===== src/rtl/sdram_port_arbiter_pkg.sv =====
// Shared definitions for the SDRAM command-port arbiter: FSM encodings,
// default bus widths (shared with the SDRAM controller) and a width helper.
package sdram_port_arbiter_pkg;

  localparam int DEF_W_ADDR = 24;
  localparam int DEF_W_LEN  = 4;

  typedef logic [1:0] arb_state_t;

  localparam arb_state_t ARB_IDLE  = 2'd0;
  localparam arb_state_t ARB_ISSUE = 2'd1;
  localparam arb_state_t ARB_BUSY  = 2'd2;

  // $clog2 that never collapses to a zero-width index (single-entry selectors)
  function automatic int clog2_min1(input int n);
    return (n > 1) ? $clog2(n) : 1;
  endfunction

endpackage


===== src/rtl/sdram_port_arbiter_rr_sel.sv =====
// Rotating-priority encoder: first set bit of req at or after start,
// wrapping past N-1 back to 0. Pure combinational.
module rr_priority_sel
  import sdram_port_arbiter_pkg::*;
#(
  parameter  int N  = 4,
  localparam int SW = clog2_min1(N)
) (
  input  logic [N-1:0]  req,
  input  logic [SW-1:0] start,
  output logic [N-1:0]  gnt,
  output logic [SW-1:0] idx
);

  logic          found;
  int            pos;
  logic [SW-1:0] pos_s;

  always_comb begin
    gnt   = '0;
    idx   = '0;
    found = 1'b0;
    pos   = 0;
    pos_s = '0;
    for (int k = 0; k < N; k++) begin
      pos = int'(start) + k;
      if (pos >= N) pos = pos - N;
      pos_s = SW'(pos);
      if (!found && req[pos_s]) begin
        found      = 1'b1;
        gnt[pos_s] = 1'b1;
        idx        = pos_s;
      end
    end
  end

endmodule


===== src/rtl/sdram_port_arbiter.sv =====
// Shares the SDRAM controller command port among N_PORTS masters with one
// transaction outstanding: port 0 fixed-high, others round-robin, starvation-bounded.
//
// state     | meaning
// ARB_IDLE  | arbitrate; on any request latch winner and command fields
// ARB_ISSUE | cmd_valid high, waiting for cmd_ready
// ARB_BUSY  | command accepted, waiting for cmd_done of the last beat
module sdram_port_arbiter
  import sdram_port_arbiter_pkg::*;
#(
  parameter int N_PORTS      = 3,
  parameter int W_ADDR       = DEF_W_ADDR,
  parameter int W_LEN        = DEF_W_LEN,
  parameter int STARVE_LIMIT = 64
) (
  input  logic                        clk,
  input  logic                        rst_n,
  input  logic [N_PORTS-1:0]          req_valid,
  output logic [N_PORTS-1:0]          req_ready,
  input  logic [N_PORTS-1:0]          req_write,
  input  logic [N_PORTS*W_ADDR-1:0]   req_addr,
  input  logic [N_PORTS*W_LEN-1:0]    req_len,
  output logic                        cmd_valid,
  input  logic                        cmd_ready,
  output logic                        cmd_write,
  output logic [W_ADDR-1:0]           cmd_addr,
  output logic [W_LEN-1:0]            cmd_len,
  input  logic                        cmd_done,
  output logic                        grant_valid,
  output logic [$clog2(N_PORTS)-1:0]  grant_id
);

  localparam int IDW = $clog2(N_PORTS);
  localparam int NSW = clog2_min1(N_PORTS - 1);
  localparam int CW  = $clog2(STARVE_LIMIT + 1);

  localparam logic [CW-1:0]  LIMIT     = CW'(STARVE_LIMIT);
  localparam logic [IDW-1:0] LAST_PORT = IDW'(N_PORTS - 1);
  localparam logic [IDW-1:0] FIRST_RR  = IDW'(1);

  arb_state_t        state_q, state_d;
  logic [IDW-1:0]    grant_id_q, grant_id_d;
  logic              cmd_write_q, cmd_write_d;
  logic [W_ADDR-1:0] cmd_addr_q, cmd_addr_d;
  logic [W_LEN-1:0]  cmd_len_q, cmd_len_d;
  logic [IDW-1:0]    rr_ptr_q, rr_ptr_d;
  logic [CW-1:0]     wait_q [N_PORTS];
  logic [CW-1:0]     wait_d [N_PORTS];

  logic [N_PORTS-1:0] starved;
  logic [N_PORTS-1:0] starve_gnt;
  logic [IDW-1:0]     starve_idx;
  logic [N_PORTS-2:0] norm_gnt;
  logic [NSW-1:0]     norm_idx;
  logic [NSW-1:0]     norm_start;
  logic [IDW-1:0]     win_id;
  logic               take;

  assign cmd_valid   = (state_q == ARB_ISSUE);
  assign grant_valid = (state_q != ARB_IDLE);
  assign grant_id    = grant_id_q;
  assign cmd_write   = cmd_write_q;
  assign cmd_addr    = cmd_addr_q;
  assign cmd_len     = cmd_len_q;
  assign take        = (state_q == ARB_IDLE) && (|req_valid);

  always_comb begin
    req_ready = '0;
    if (cmd_valid && cmd_ready) req_ready[grant_id_q] = 1'b1;
  end

  always_comb begin
    for (int i = 0; i < N_PORTS; i++) begin
      starved[i] = req_valid[i] && (wait_q[i] == LIMIT);
    end
  end

  // The normal selector only sees ports 1..N-1, so its pointer is rr_ptr-1.
  assign norm_start = NSW'(rr_ptr_q - FIRST_RR);

  rr_priority_sel #(.N(N_PORTS)) u_starve_sel (
    .req   (starved),
    .start (rr_ptr_q),
    .gnt   (starve_gnt),
    .idx   (starve_idx)
  );

  rr_priority_sel #(.N(N_PORTS - 1)) u_norm_sel (
    .req   (req_valid[N_PORTS-1:1]),
    .start (norm_start),
    .gnt   (norm_gnt),
    .idx   (norm_idx)
  );

  always_comb begin
    win_id = '0;
    if (|starve_gnt) begin
      win_id = starve_idx;
    end else if (!req_valid[0] && (|norm_gnt)) begin
      win_id = IDW'(norm_idx) + FIRST_RR;
    end
  end

  always_comb begin
    state_d     = state_q;
    grant_id_d  = grant_id_q;
    cmd_write_d = cmd_write_q;
    cmd_addr_d  = cmd_addr_q;
    cmd_len_d   = cmd_len_q;
    rr_ptr_d    = rr_ptr_q;
    case (state_q)
      ARB_IDLE: begin
        if (take) begin
          state_d     = ARB_ISSUE;
          grant_id_d  = win_id;
          cmd_write_d = req_write[win_id];
          cmd_addr_d  = req_addr[win_id*W_ADDR +: W_ADDR];
          cmd_len_d   = req_len[win_id*W_LEN +: W_LEN];
          if (win_id != '0) begin
            rr_ptr_d = (win_id == LAST_PORT) ? FIRST_RR : win_id + FIRST_RR;
          end
        end
      end
      ARB_ISSUE: begin
        if (cmd_ready) state_d = ARB_BUSY;
      end
      ARB_BUSY: begin
        if (cmd_done) state_d = ARB_IDLE;
      end
      default: state_d = ARB_IDLE;
    endcase
  end

  // The granted port does not age while its transaction is in flight.
  always_comb begin
    for (int i = 0; i < N_PORTS; i++) begin
      wait_d[i] = wait_q[i];
      if (take && (win_id == IDW'(i))) begin
        wait_d[i] = '0;
      end else if (req_valid[i] && !(grant_valid && (grant_id_q == IDW'(i))) &&
                   (wait_q[i] != LIMIT)) begin
        wait_d[i] = wait_q[i] + CW'(1);
      end
    end
  end

  always_ff @(posedge clk or negedge rst_n) begin
    if (!rst_n) begin
      state_q     <= ARB_IDLE;
      grant_id_q  <= '0;
      cmd_write_q <= 1'b0;
      cmd_addr_q  <= '0;
      cmd_len_q   <= '0;
      rr_ptr_q    <= FIRST_RR;
      for (int i = 0; i < N_PORTS; i++) wait_q[i] <= '0;
    end else begin
      state_q     <= state_d;
      grant_id_q  <= grant_id_d;
      cmd_write_q <= cmd_write_d;
      cmd_addr_q  <= cmd_addr_d;
      cmd_len_q   <= cmd_len_d;
      rr_ptr_q    <= rr_ptr_d;
      for (int i = 0; i < N_PORTS; i++) wait_q[i] <= wait_d[i];
    end
  end

endmodule

===== config.mk =====
export PLATFORM = sky130hd
export DESIGN_NAME = sdram_port_arbiter
export DESIGN_NICKNAME = d
export VERILOG_FILES = /design/src/rtl/sdram_port_arbiter_pkg.sv /design/src/rtl/sdram_port_arbiter_rr_sel.sv /design/src/rtl/sdram_port_arbiter.sv
export SDC_FILE = /design/constraint.sdc
export NUM_CORES = 1
export LEC_CHECK = 0
export ABC_CLOCK_PERIOD_IN_PS = 3000
export BUFFER_PORTS_ARGS = -buffer_cell sky130_fd_sc_hd__buf_2
export CAP_MARGIN = 10
export CORE_MARGIN = 2
export CORE_UTILIZATION = 25
export CTS_CLUSTER_SIZE = 24
export DETAILED_ROUTE_END_ITERATION = 8
export SLEW_MARGIN = 15
export SYNTH_ARGS = -nofsm -noshare
export SYNTH_HDL_FRONTEND = slang
export SYNTH_SLANG_ARGS = --single-unit

===== constraint.sdc =====
create_clock -name clk -period 3 [get_ports clk]
set_clock_uncertainty 0.05 [all_clocks]
set_input_delay 0 -clock clk [delete_from_list [all_inputs] [get_ports clk]]
set_output_delay 0 -clock clk [all_outputs]
set_load 0.03 [all_outputs]

==> reports/results.ini <==
[floorplanning]
ios=130
rows=45
die_h_um=128
die_area_sq_mm=0.0165
core_sq_mm=0.0151
die_w_um=128
start_util_pct=25.5

[setup_path]
rr_worst_depth=9
worstSetupPathType=register to register
crit_family=simple AND/OR/NAND/NOR gates
cp_max_fo=29
cp_common_cell=nand3_1
reg2reg_to=cmd_addr[12]
critPathLaunchType=register
reg2reg_from=wait_q[17]
cp.arrival_ns=3.09
end_kind=register
path_buf_inv=2
crit_slowest_cell=or4b_4
path_cells=or4b_4, or3_4, a2111oi_4, o32a_4, buf_12, o31a_2, buf_6, nand3_1, nand3_1
critPathMaxStageDelay_ns=0.55
regToRegSetupSlack_ns=0.1
cp.required_ns=3.19

[synth]
syn-cell-area_sq_mm=0.00386
ys_seq_elements=56
syn_inst=457
synth_nets=561
synth_top_flop_cell=dfrtp_1
ys_warn_count=0
synth_edf_count=0
async_flop_share_pct=100
ys_seq_area_share_pct=36.3
avgSynthCellArea_sq_um=8.45
yosysUniqueCellTypes=55

[grt]
grt_pass1_wl_mm=21.4
met3_usage_pct=2.84
met2_usage_pct=26.9
grt_overflow=0
antenna_found_initial=0
grt_pass1_vias=4272
grtUsageMet1_pct=21.2
grt_busiest_layer=met2
grt_max_degree=33
grt.total_usage_pct=16.1

[detailed_routing]
vias=4315
drtIter0Drc=236
totalWireLength_mm=13.2
detail-route-antenna-nets=0
via_per_inst=5.08
drtPass1Iterations=6
wire_per_inst_um=15.6
drc=0

[clock_tree]
worstSkewPairLatency_ns=0.31
clock-root-buffer=clkbuf_16
clock_sinks=56
cts_tree=built
max-clock-path-buffers=2
clkTransAtPathRegs_ns=0.08
numCtsBuffers=5
htree_levels=2

[cells_and_area]
drive_gt1_share_pct=32.0
final_common_cell=buf_2
fillers=1496
finalInstanceArea_sq_mm=0.00576
fin_nets=763
final_cell_mix=buf_2 (129), nand3_1 (65), dlygate4sd3_1 (61)
utilization_pct=38.1
seq_area_sq_mm=0.00140
area_growth_pct=49.2
fin_cells=849
multi_input_area_sq_mm=0.00229

[pwr]
powerDensity_mw_per_mm2=769
p_sw_share_pct=46.3
combPwrFrac_pct=56.4
irDropWorstVdd_mv=0.308
seq_power_share_pct=29.5
switching_power_mw=2.05
leakage_nw=2.75
pwr-share-clk_pct=14.0
internal_power_mw=2.38

[timing]
worstMarginPinSlew_ns=0.867
setup_violations=0
drv_slew=0
hold_violations=0
relSlewSlack_pct=42.2
min_period_ns=2.90
fmax_mhz=344
post-route-period-util_pct=96.8

[flow_run]
drv_cap=0

[placement]
io_buffers=129
gp_congestion=0.847
place_area_sq_mm=0.00488
dpl.hpwl_mm=8.80
dp_cells=774

[worst_hold_path]
hold_path_class=input pin to register
hold_start=req_addr[53]
min_path_cells=4
min_to=cmd_addr[5]

[status]
run_status=finished clean

-- synthesized netlist by cell type (6+ instances only) --
cell	n	area (sq um)
ha_1	10	125
nand3_1	65	325
and3_1	33	206
a221oi_1	19	166
a221oi_2	10	150
xnor2_1	11	96.3
nor2_1	29	109
dfrtp_1	55	1380
clkbuf_1	21	78.8
nor3_1	34	170
nand2_1	45	169
xor2_1	6	52.6
o21ai_0	34	170
inv_1	14	52.6
buf_2	8	40.0
-- registers in the layout, summed over array words and instances, names as in the netlist --
register,count
wait_q,21
rr_ptr_q,2
state_q,2
cmd_addr,24
cmd_write,1
cmd_len,4
grant_id,2
-- per-stage QoR --
stage	setup WS [ns]	TNS [ns]	hold WS (ns)	power (mW)
final	0.0952	0	0.0332	4.43
after global routing	-0.00597	-0.00824	0.0340	4.75
after CTS	0.0193	0	0.0238	4.43
after detailed placement	-0.0551	-0.406	0.0340	3.72
after global placement	0.00107	0	0.0473	3.71
after floorplan	0.275	0	-0.346	2.91
-- cell type report --
| cell class | instances | share of cell area, % |
|---|---|---|
| antenna | 1 | 0.0434 |
| inverter | 14 | 0.912 |
| timing repair buffer | 232 | 28.3 |
| multi-input combinational | 350 | 39.8 |
| sequential | 56 | 24.3 |
| tap | 188 | 4.08 |
| clock inverter | 3 | 0.369 |
| clock buffer | 5 | 2.17 |
-- worst min-delay path: stages --
cell and delay [ns]:
buf_2 0.08, and3_1 0.13, a221oi_1 0.07, nand3_1 0.08
-- kinds of logic after synthesis --
group	synth area share, %
multiplexers	1.04
AND/OR/NAND/NOR	30.3
AO/OA/AOI/OAI	18.8
buffers and inverters	6.48
flip-flops	36.3
XOR/XNOR	3.85
adder cells (fa/ha/maj)	3.24
-- how the worst max path moves through the flow --
stage	start	to	slack (ns)	cells past startpoint
final	wait_q[17]	cmd_addr[12]	0.1	9
after global routing	rr_ptr_q[0]	cmd_addr[10]	-0.006	10
after CTS	rr_ptr_q[0]	cmd_addr[12]	0.02	10
after detailed placement	wait_q[7]	wait_q[9]	-0.06	9
after global placement	rr_ptr_q[0]	cmd_addr[13]	0.001	10
after floorplan	rr_ptr_q[0]	cmd_addr[18]	0.28	10
-- power groups by stage --
stage | Sequential, mW | Clock [mW] | Combinational (mW)
CTS | 1.30 | 0.648 | 2.48
global placement | 1.32 | 0 | 2.40
floorplan | 1.68 | 0 | 1.22
finish | 1.31 | 0.622 | 2.50
detailed placement | 1.31 | 0 | 2.41
global route | 1.35 | 0.670 | 2.73
-- per-layer routing --
metal | up-vias | part of all wire (%)
met1 | 2031 | 44
met3 | 22 | 6.3
li1 | 2082 | -
met2 | 180 | 48
met4 | 0 | 1.9
met5 | - | 0
-- repair_timing --
action	CTS	global route
endpoints found under the hold margin	58	0
pin swaps	0	5
gates resized for setup	5	12
cloned	0	0
buffers inserted	0	5
hold buffers	61	0
setup endpoints to repair	27	43
Note: power is estimated with default switching activity, not from simulation.
